### config.mk
export PLATFORM = sky130hd
export DESIGN_NAME = rca_seq_adder
export DESIGN_NICKNAME = d
export VERILOG_FILES = /design/src/rtl/rca_seq_adder.sv
export SDC_FILE = /design/constraint.sdc
export NUM_CORES = 1
export LEC_CHECK = 0
export CAP_MARGIN = 20
export CORE_ASPECT_RATIO = 2
export CORE_MARGIN = 8
export CORE_UTILIZATION = 45
export CTS_BUF_LIST = sky130_fd_sc_hd__clkbuf_8
export DETAILED_ROUTE_END_ITERATION = 6
export GPL_ROUTABILITY_DRIVEN = 0
export GPL_TIMING_DRIVEN = 0
export PLACE_DENSITY = 0.75
export SYNTH_ARGS = -nofsm -noshare
export SYNTH_HDL_FRONTEND = slang
export SYNTH_SLANG_ARGS = --single-unit
### constraint.sdc
create_clock -name clk -period 3.1 [get_ports clk]
set_clock_uncertainty 0.05 [all_clocks]
set_input_delay 0.465 -clock clk [delete_from_list [all_inputs] [get_ports clk]]
set_output_delay 0.465 -clock clk [all_outputs]
set_load 0.005 [all_outputs]
### src/rtl/rca_seq_adder.sv
// Multi-cycle ripple-carry adder/subtractor: one CHUNK-bit slice per clock,
// carry registered between slices, valid/ready handshake on both sides.
module rca_seq_adder #(
  parameter int WIDTH = 32,
  parameter int CHUNK = 8
) (
  input  logic             clk,
  input  logic             rst_n,
  input  logic [WIDTH-1:0] A1,
  input  logic [WIDTH-1:0] A2,
  input  logic             in,
  input  logic             mode,
  input  logic             in_valid,
  output logic             in_ready,
  output logic [WIDTH-1:0] S,
  output logic             C,
  output logic             V,
  output logic             out_valid,
  input  logic             out_ready
);

  localparam int NCHUNK = WIDTH / CHUNK;
  localparam int KW     = (NCHUNK > 1) ? $clog2(NCHUNK) : 1;
  localparam logic [KW-1:0] K_LAST = KW'(NCHUNK - 1);

  typedef enum logic [1:0] {
    ST_IDLE = 2'd0,
    ST_CALC = 2'd1,
    ST_DONE = 2'd2
  } state_t;

  state_t           state_r;
  state_t           state_nxt_s;
  logic [WIDTH-1:0] a_r;
  logic [WIDTH-1:0] b_r;
  logic             carry_r;
  logic [KW-1:0]    k_r;
  logic [WIDTH-1:0] sum_r;
  logic [WIDTH-1:0] s_r;
  logic             c_r;
  logic             v_r;
  logic             in_ready_s;
  logic             out_valid_s;
  logic             last_slice_s;
  int               base_s;
  logic [CHUNK:0]   slice_sum_s;
  logic [WIDTH-1:0] sum_full_s;
  logic             v_s;

  assign S         = s_r;
  assign C         = c_r;
  assign V         = v_r;
  assign in_ready  = in_ready_s;
  assign out_valid = out_valid_s;

  // State register
  always_ff @(posedge clk) begin
    if (!rst_n) begin
      state_r <= ST_IDLE;
    end else begin
      state_r <= state_nxt_s;
    end
  end

  assign last_slice_s = (state_r == ST_CALC) && (k_r == K_LAST);

  // Next-state decode
  always_comb begin
    state_nxt_s = state_r;
    case (state_r)
      ST_IDLE: begin
        if (in_valid) state_nxt_s = ST_CALC;
        else          state_nxt_s = ST_IDLE;
      end
      ST_CALC: begin
        if (last_slice_s) state_nxt_s = ST_DONE;
        else              state_nxt_s = ST_CALC;
      end
      ST_DONE: begin
        if (out_ready) state_nxt_s = ST_IDLE;
        else           state_nxt_s = ST_DONE;
      end
      default: state_nxt_s = ST_IDLE;
    endcase
  end

  // Handshake outputs decoded from state
  always_comb begin
    in_ready_s  = 1'b0;
    out_valid_s = 1'b0;
    case (state_r)
      ST_IDLE: in_ready_s  = rst_n;
      ST_DONE: out_valid_s = 1'b1;
      default: begin
        in_ready_s  = 1'b0;
        out_valid_s = 1'b0;
      end
    endcase
  end

  // Current slice sum and the full word it completes (sum_r never leaves the block)
  always_comb begin
    base_s      = int'(k_r) * CHUNK;
    slice_sum_s = {1'b0, a_r[base_s +: CHUNK]} + {1'b0, b_r[base_s +: CHUNK]}
                + {{CHUNK{1'b0}}, carry_r};
    sum_full_s  = sum_r;
    sum_full_s[base_s +: CHUNK] = slice_sum_s[CHUNK-1:0];
    v_s = (a_r[WIDTH-1] == b_r[WIDTH-1]) && (sum_full_s[WIDTH-1] != a_r[WIDTH-1]);
  end

  // Operand capture, slice iteration and result load on the final slice
  always_ff @(posedge clk) begin
    if (!rst_n) begin
      a_r     <= {WIDTH{1'b0}};
      b_r     <= {WIDTH{1'b0}};
      carry_r <= 1'b0;
      k_r     <= {KW{1'b0}};
      sum_r   <= {WIDTH{1'b0}};
      s_r     <= {WIDTH{1'b0}};
      c_r     <= 1'b0;
      v_r     <= 1'b0;
    end else begin
      case (state_r)
        ST_IDLE: begin
          if (in_valid) begin
            a_r     <= A1;
            b_r     <= mode ? ~A2 : A2;
            carry_r <= in ^ mode;
            k_r     <= {KW{1'b0}};
            sum_r   <= {WIDTH{1'b0}};
          end else begin
            k_r     <= k_r;
          end
        end
        ST_CALC: begin
          sum_r   <= sum_full_s;
          carry_r <= slice_sum_s[CHUNK];
          k_r     <= k_r + {{(KW-1){1'b0}}, 1'b1};
          if (last_slice_s) begin
            s_r <= sum_full_s;
            c_r <= slice_sum_s[CHUNK];
            v_r <= v_s;
          end else begin
            s_r <= s_r;
          end
        end
        default: begin
          s_r <= s_r;
        end
      endcase
    end
  end

endmodule

**Word-level counts from Yosys, hierarchy flattened**

Cells that the tools add are included.

- Add/subtract/negate cells: 4
- Equality and inequality tests: 6
- Shifts and indexed selects: 4
- Mux-type cells: 14
- Bitwise operators: 2
- Reduce and logical (&&, ||, !) cells: 7

Operator list:

| operator | number |
|---|---|
| 2-to-1 mux 32 bit | 2 |
| one-hot mux 32 bit (2 select lines) | 1 |
| indexed part select 32 x 6 -> 8 bit | 2 |
| negator 5 -> 33 bit | 1 |
| variable shift 8 x 33 -> 32 bit, first input constant | 1 |
| indexed part select 8 x 33 -> 32 bit | 1 |
| bitwise mux 32 bit | 1 |
| NOT 32 bit | 1 |
| adder 8 x 8 -> 9 bit | 1 |
| adder 9 x 1 -> 9 bit | 1 |
| 2-to-1 mux 2 bit | 3 |
| one-hot mux 2 bit (3 select lines) | 1 |
| AND reduction 2 bit | 3 |
| == test 2 bit, second input constant | 2 |
| 2-to-1 mux 1 bit | 4 |
| one-hot mux 2 bit (2 select lines) | 1 |
| adder 2 x 1 -> 2 bit, second input constant | 1 |
| == test 2 x 1 -> 1 bit, second input constant | 1 |
| logical AND 1 bit | 2 |
| logical NOT 2 bit | 1 |
| inequality test 2 bit, second input constant | 1 |
| one-hot mux 1 bit (2 select lines) | 1 |
| nonzero test 2 bit | 1 |
| == test 1 bit | 1 |
| 2 further kinds | 2 |

- Register bits: 135
- Input port bits: 70
- Output and inout bits: 36
- Logic and storage cells: 46

**Depth between registers and ports, before layout**

Gate-level depths: netlist of the first run.

- Word-level depth: 7
- Mapped depth: 11

**Worst setup path after synthesis of the first run**

Ideal clock, no wire load.

- Path kind: reg-to-reg
- Start: reg k_r[1]
- End: reg s_r[30], in the netlist S[30]
- Setup time: 139 ps
- Arrival time: 2921 ps
- Data required time: 2911 ps
- Setup slack: -9 ps
- Stages on the path, launching flop included: 12
- Path through: dfxtp_1 > buf_2 > clkbuf_1 > mux4_2 > fa_1 > inv_1 > fa_1 > nor2b_1 > o31a_2 > mux2i_1 > o21ai_0 > o22ai_1

- Longest elaborated chain between the ends: 5
- Elaborated cells on any way between the ends: 11
- Classes of those cells: add/sub (3); eq/ne (1); shift (4); mux (1); reduce/logical (2)

Ends and longest elaborated chain:

| element | RTL line | source |
|---|---|---|
| start, declared | 37 | `logic [KW-1:0] k_r;` |
| start signal, assigned | 117 | `k_r <= {KW{1'b0}};` |
| start signal, assigned | 129 | `k_r <= {KW{1'b0}};` |
| start signal, assigned | 132 | `k_r <= k_r;` |
| indexed part select 32 x 6 -> 8 bit | 104 | `slice_sum_s = {1'b0, a_r[base_s +: CHUNK]} + {1'b0, b_r[base_s +: CHUNK]}` |
| adder 8 x 8 -> 9 bit | 104 |  |
| adder 9 x 1 -> 9 bit | 105 | `+ {{CHUNK{1'b0}}, carry_r};` |
| indexed part select 8 x 33 -> 32 bit | 107 | `sum_full_s[base_s +: CHUNK] = slice_sum_s[CHUNK-1:0];` |
| bitwise mux 32 bit | 107 |  |
| end signal, assigned | 119 | `s_r <= {WIDTH{1'b0}};` |
| end signal, assigned | 140 | `s_r <= sum_full_s;` |
| end signal, assigned | 144 | `s_r <= s_r;` |
| end, declared | 39 | `logic [WIDTH-1:0] s_r;` |

Several ways; a longest one is shown, not always the timed one.
A chain may end at the register's enable or synchronous reset.

**Final worst setup path of the first run**

- Start: reg k_r[0]
- End: reg carry_r

- Longest elaborated chain between the ends: 4
- Elaborated cells on any way between the ends: 5
- Classes of those cells: add/sub (2); shift (2); mux (1)

Ends and longest elaborated chain:

| element | RTL line | source |
|---|---|---|
| indexed part select 32 x 6 -> 8 bit | 104 |  |
| adder 8 x 8 -> 9 bit (*) | 104 |  |
| adder 9 x 1 -> 9 bit (*) | 105 |  |
| one-hot mux 1 bit (2 select lines) (*) | 123 | `case (state_r)` |
| end signal, assigned | 128 | `carry_r <= in ^ mode;` |
| end signal, assigned | 137 | `carry_r <= slice_sum_s[CHUNK];` |
| end, declared | 36 | `logic carry_r;` |

Every way passes the cells marked *; elsewhere a longest branch is shown, timed or not.

==> results of run 1 <==
## worst max-delay path, stage by stage (launching register included)
cell and delay (ns):
dfxtp_4 0.40, buf_12 0.16, mux4_2 0.55, fa_2 0.41, inv_2 0.07, fa_2 0.20, nor2b_1 0.07, o31a_2 0.35
o41a_1 0.38, o21ai_2 0.17, a21oi_1 0.09
## how the worst max path moves through the flow
stage	startpoint	end	slack (ns)	cells after the start
floorplan	k_r[1]$_SDFFE_PN0P_	S[30]$_SDFFE_PN0P_	0.12	11
global placement	k_r[1]$_SDFFE_PN0P_	carry_r$_SDFFE_PN0P_	-0.45	11
detailed placement	k_r[1]$_SDFFE_PN0P_	carry_r$_SDFFE_PN0P_	-0.47	11
CTS	k_r[0]$_SDFFE_PN0P_	V$_SDFFE_PN0P_	-0.04	8
global route	k_r[0]$_SDFFE_PN0P_	S[23]$_SDFFE_PN0P_	0.01	10
finish	k_r[0]$_SDFFE_PN0P_	carry_r$_SDFFE_PN0P_	0.08	10
## state kept, by name, indices dropped and copies added, names as in the netlist
name	count
C	1
S	32
V	1
a_r	32
b_r	32
carry_r	1
k_r	2
state_r	2
sum_r	32
## metal layers
metal	GRT usage, %	share of wire, %	vias up
li1	-	-	2744
met5	0	0	-
met4	16.3	6.5	0
met1	18.8	34	2611
met3	4.71	6.1	89
met2	39.6	54	251
## stage by stage
step,util (%),setup TNS (ns),hold WS (ns)
6_report,58.9,0,0.397
5_1_grt,58.9,0,0.424
4_1_cts,58.5,-0.158,0.397
3_5_place_dp,55.3,-10.30,0.392
3_3_place_gp,55.3,-8.35,0.379
2_1_floorplan,-,0,0.367
## power breakdown
group	internal [µW]	leakage, µW	switching (µW)
combinational	303	0.00155	402
sequential	1810	0.00110	48.6
clock	762	0.000206	691
total	2880	0.00286	1140
## placed cells by master, fill, tap and decap left out, types with 3 or more instances in the layout
cell,netlist,final
dfxtp_1,135,133
clkdlybuf4s50_1,0,104
nand2_1,99,99
a21oi_1,74,74
nor2_1,73,73
a211oi_1,44,44
xnor2_1,33,33
clkbuf_1,32,29
o21ai_0,31,29
clkbuf_8,0,21
mux4_2,16,16
buf_2,17,16
nand3_1,16,16
inv_1,12,15
ha_1,13,12
a22oi_1,9,9
o2bb2ai_1,8,8
and3_1,8,8
a221oi_1,7,7
nor3_1,7,6
buf_1,5,5
a31oi_1,5,5
nand2b_1,4,4
a311oi_1,4,4
a32oi_1,4,4
o22ai_1,4,4
nor2b_1,3,3
buf_4,1,3
o21ai_2,1,3
## cell type report
cell class | instances | area [µm²] | area share, %
Tap cell | 155 | 194 | 2.45
Sequential cell | 135 | 2710 | 34.3
Clock buffer | 20 | 275 | 3.48
Inverter | 13 | 48.8 | 0.617
Buffer | 55 | 269 | 3.40
Timing Repair Buffer | 106 | 1060 | 13.3
Multi-Input combinational cell | 498 | 3250 | 41.1
Clock inverter | 11 | 109 | 1.38
## kinds of logic (layout without fill, tap and decap cells)
kind of cell             count (synthesis)  in the layout  synth area share (%)
buffers and inverters                   68            205                  4.52
adder cells (fa/ha/maj)                 15             15                  3.27
AND/OR/NAND/NOR                        223            223                  15.7
multiplexers                            17             17                  5.98
XOR/XNOR                                36             36                  5.09
flip-flops                             135            135                  43.6
AO/OA/AOI/OAI                          207            207                  21.8
## timing repair
action                                  4_1_cts  5_1_grt
hold endpoints to repair                      0        0
endpoints found under the setup margin       46       24
resized for setup                            16       12
pin swaps                                     0        1
setup buffers                                 0        2
==> flow_summary.json, run 1 <==
{
  "status": "finished with violations",
  "violations": "design-rule violations",
  "grt.total_usage_pct": 21.2,
  "start_kind": "flop",
  "p_leak_uw": 0.00286,
  "yosysTopAreaCellShare_pct": 43.6,
  "grt_pass1_wl_um": 29500,
  "max_freq_mhz": 331,
  "netlist-cell-type-count": 56,
  "fin_crit_sh_pct": 97.3,
  "synth_edf_count": 0,
  "max-vdd-ir-drop_uv": 330,
  "worst_pin_slew_ns": 0.774,
  "fin_area_um2": 7910,
  "required_ns": 3.39,
  "wl_um": 19100,
  "place_ws_ns": -0.468,
  "synthFlopType": "dfxtp_1",
  "vias": 5695,
  "cts_buffer_depth": 2,
  "wire_per_inst_um": 19.2,
  "start_util_pct": 46.1,
  "drt_pass1_iterations": 7,
  "yosys_warnings": 0,
  "setup_ws_ns": 0.0822,
  "synth_common_cells": "135 x dfxtp_1, 99 x nand2_1, 74 x a21oi_1",
  "drive_above_1_share_pct": 10.6,
  "cts-buffers-inserted": 17,
  "rows": 60,
  "place_inst": 960,
  "final_cells": 993,
  "grt_pass1_vias": 5809,
  "place_area_um2": 7430,
  "cts_root_buf": "clkbuf_8",
  "cts_hold_buf": 0,
  "r2r-start": "k_r[0]$_SDFFE_PN0P_",
  "pwr_density_cell_nw_per_um2": 508,
  "synth.most_common_cell": "dfxtp_1",
  "ios": 106,
  "avgSynthCellArea_um2": 8.84,
  "coreArea_um2": 13400,
  "dpl.hpwl_um": 14800,
  "cts_tree": "done",
  "grt_max_degree": 17,
  "synth_top_area_cell": "dfxtp_1",
  "reg2reg_to": "carry_r$_SDFFE_PN0P_",
  "slew_headroom_pct": 48.0,
  "finalSetupViolations": 0,
  "fill_cells": 1206,
  "antennaDiodeCount": 0,
  "min_period_ns": 3.02,
  "overflow": 0,
  "ys_seq_elements": 135,
  "worstHoldEndpoint": "b_r[10]$_SDFFE_PN0P_",
  "async_flop_share_pct": 0,
  "antenna_found_initial": 0,
  "clk_pin_slew_ns": 0.08,
  "cts.sinks": 135,
  "avgViaCountPerCell": 5.74,
  "crit_path_end_kind": "flop",
  "hold_class": "input pin to flop",
  "total_power_uw": 4020,
  "finish.net_count": 911,
  "drc": 6,
  "cap_violations": 0,
  "hold_start": "mode",
  "rrSetupSlack_ns": 0.08,
  "synthesis.instances": 701,
  "hold_viol_final": 0,
  "first_iter_violations": 351,
  "synth_nets": 786,
  "whs_path_depth": 3,
  "port_buffers": 104,
  "die_w_um": 99.0,
  "ant_nets": 0,
  "synthTopCellsByArea": "dfxtp_1 44%, nand2_1 6.0%, a21oi_1 6.0%, mux4_2 5.8%, a211oi_1 5.3%",
  "netlist_area_um2": 6200,
  "rsz0062_at_grt": "false",
  "cp.arrival_ns": 3.31,
  "syn_to_final_growth_pct": 27.7,
  "path_max_fanout": 10,
  "worstSetupPathType": "flop to flop",
  "worstRegToRegCells": 10,
  "ys_seq_area_share_pct": 43.6,
  "slew_violations": 0,
  "die_area_um2": 18000,
  "die_h_um": 182,
  "insertion_delay_ns": 0.46,
  "htreeDepth": 4
}
Power figures use the tool's default switching activity.
==> run 2: changes to the inputs <==
--- a/config.mk
+++ b/config.mk
@@ -14,6 +14,7 @@
 export GPL_ROUTABILITY_DRIVEN = 0
 export GPL_TIMING_DRIVEN = 0
 export PLACE_DENSITY = 0.75
+export SETUP_SLACK_MARGIN = 0.15
 export SYNTH_ARGS = -nofsm -noshare
 export SYNTH_HDL_FRONTEND = slang
 export SYNTH_SLANG_ARGS = --single-unit
==> run 2 against run 1 <==
Compared with the run above: the run now ends clean; total power up 3.6%; critical path type unchanged; die area unchanged; worst hold slack better by 0.0076 ns; critical endpoint unchanged; final area up 2.5%; clock power increased by 8%; wire length rose by 0.68%; fmax increased by 2.8%; combinational power up 4.7%; sequential power hardly changed.
==> flow_summary.json, run 2 (synthesis results as in run 1) <==
{
  "place_inst": 960,
  "fin_crit_sh_pct": 94.7,
  "final_cells": 1002,
  "reg2reg_to": "carry_r$_SDFFE_PN0P_",
  "die_w_um": 99.0,
  "drc": 0,
  "max_freq_mhz": 341,
  "coreArea_um2": 13400,
  "syn_to_final_growth_pct": 30.9,
  "crit_start": "k_r[0]$_SDFFE_PN0P_",
  "met2_usage_pct": 40.0,
  "p_leak_uw": 0.00293,
  "worstSetupPathType": "flop to flop",
  "clk_pin_slew_ns": 0.08,
  "cts_hold_buf": 0,
  "met1_usage_pct": 19.9,
  "cts.sinks": 135,
  "grt_use_met3_pct": 3.72,
  "die_h_um": 182,
  "finish.net_count": 919,
  "layout_commonest_cell": "dfxtp_1",
  "crit_path_end_kind": "flop",
  "hold_class": "flop to flop",
  "grt_pass1_wl_um": 30500,
  "endpoint": "carry_r$_SDFFE_PN0P_",
  "drive_above_1_share_pct": 13.0,
  "port_buffers": 104,
  "final_cell_mix": "133 x dfxtp_1, 103 x clkdlybuf4s50_1, 99 x nand2_1, 74 x a21oi_1, 73 x nor2_1",
  "avgViaCountPerCell": 5.75,
  "top_usage_layer": "met2",
  "htreeDepth": 4,
  "cap_violations": 0,
  "r2r-start": "k_r[0]$_SDFFE_PN0P_",
  "antenna_found_initial": 0,
  "wire_per_inst_um": 19.2,
  "worst_pin_slew_ns": 0.700,
  "regArea_um2": 2710,
  "cts-buffers-inserted": 17,
  "grt_pass1_vias": 6013,
  "status": "completed",
  "vias": 5761,
  "rrSetupSlack_ns": 0.16,
  "required_ns": 3.39,
  "die_area_um2": 18000,
  "rows": 60,
  "max-vdd-ir-drop_uv": 388,
  "hold_viol_final": 0,
  "dpl.hpwl_um": 14600,
  "multi_input_area_um2": 3320,
  "path_max_fanout": 5,
  "min_period_ns": 2.94,
  "worstRegToRegCells": 10,
  "cp.arrival_ns": 3.22,
  "first_iter_violations": 282,
  "overflow": 0,
  "antennaDiodeCount": 0,
  "pwr_density_cell_nw_per_um2": 514,
  "slew_headroom_pct": 53.0,
  "grt_max_degree": 17,
  "drt_pass1_iterations": 5,
  "wl_um": 19200,
  "start_util_pct": 46.1,
  "fill_cells": 1163,
  "insertion_delay_ns": 0.45,
  "cts_buffer_depth": 2,
  "cts_root_buf": "clkbuf_8",
  "finalSetupViolations": 0,
  "setup_tns_ns": 0,
  "start_kind": "flop",
  "ios": 106,
  "cts_tree": "done",
  "grt.total_usage_pct": 21.6,
  "slew_violations": 0,
  "ant_nets": 0,
  "rsz0062_at_grt": "true"
}
run 2: changes by cell type in the layout (fill, tap and decap cells not counted), sizes merged:
| cell | delta |
|---|---|
| bufinv | +1 |
| clkinv | +5 |
| inv | -4 |
| clkbuf | +1 |
| clkinvlp | -1 |
| dlymetal6s2s | +1 |
| clkdlybuf4s50 | -1 |
| buf | +7 |
run 2: per-stage QoR:
stage	hold slack (ns)	total power, µW	setup WS [ns]	utilization, %	instance area, µm²
floorplan	0.367	2320	0.160	-	6200
global placement	0.378	2560	-0.445	55.3	7430
detailed placement	0.391	2570	-0.461	55.3	7430
CTS	0.405	4130	0.115	59.7	8020
global route	0.424	4300	0.131	60.4	8110
finish	0.404	4170	0.163	60.4	8110
run 2: worst max-delay path, cell delays in order (launching register included):
cell and delay [ns]:
dfxtp_4 0.37, buf_12 0.12, mux4_2 0.53, fa_2 0.38, inv_1 0.08, fa_2 0.21, nor2b_1 0.07, o31a_2 0.35
o41a_1 0.38, o21ai_2 0.19, a21oi_1 0.08
run 2: report_power, final:
| group | leakage (µW) | internal (µW) | total [µW] | switching [µW] |
|---|---|---|---|---|
| combinational | 0.00161 | 324 | 738 | 414 |
| sequential | 0.00110 | 1810 | 1860 | 46.7 |
| clock | 0.000219 | 857 | 1570 | 711 |
run 2: final cells by class:
| class | instances | area share, % |
|---|---|---|
| buffer | 55 | 3.49 |
| clock buffer | 20 | 3.39 |
| clock inverter | 12 | 1.84 |
| inverter | 13 | 0.602 |
| multi-input combinational | 498 | 40.9 |
| sequential | 135 | 33.4 |
| tap | 155 | 2.39 |
| timing repair buffer | 114 | 14.0 |
run 2: worst min-delay path by stage:
stage,start,to,slack (ns),cells past startpoint
global placement,sum_r[6]$_SDFFE_PN0P_,sum_r[6]$_SDFFE_PN0P_,0.38,2
finish,a_r[21]$_SDFFE_PN0P_,a_r[21]$_SDFFE_PN0P_,0.40,2
CTS,sum_r[22]$_SDFFE_PN0P_,sum_r[22]$_SDFFE_PN0P_,0.41,2
global route,a_r[0]$_SDFFE_PN0P_,a_r[0]$_SDFFE_PN0P_,0.42,2
floorplan,sum_r[14]$_SDFFE_PN0P_,sum_r[14]$_SDFFE_PN0P_,0.37,2
detailed placement,sum_r[22]$_SDFFE_PN0P_,sum_r[22]$_SDFFE_PN0P_,0.39,2
run 2: what timing repair did:
item                                    in CTS  in global routing
setup buffers                                9                  1
pin swaps                                    3                  8
endpoints found under the setup margin      60                 24
resized for setup                           23                 16
run 2: metal layers:
metal | vias up | wire [µm] | share of wire (%)
li1 | 2762 | - | -
met1 | 2660 | 6550 | 34
met2 | 261 | 10400 | 54
met3 | 78 | 946 | 4.9
met4 | 0 | 1300 | 6.8
met5 | - | 0 | 0
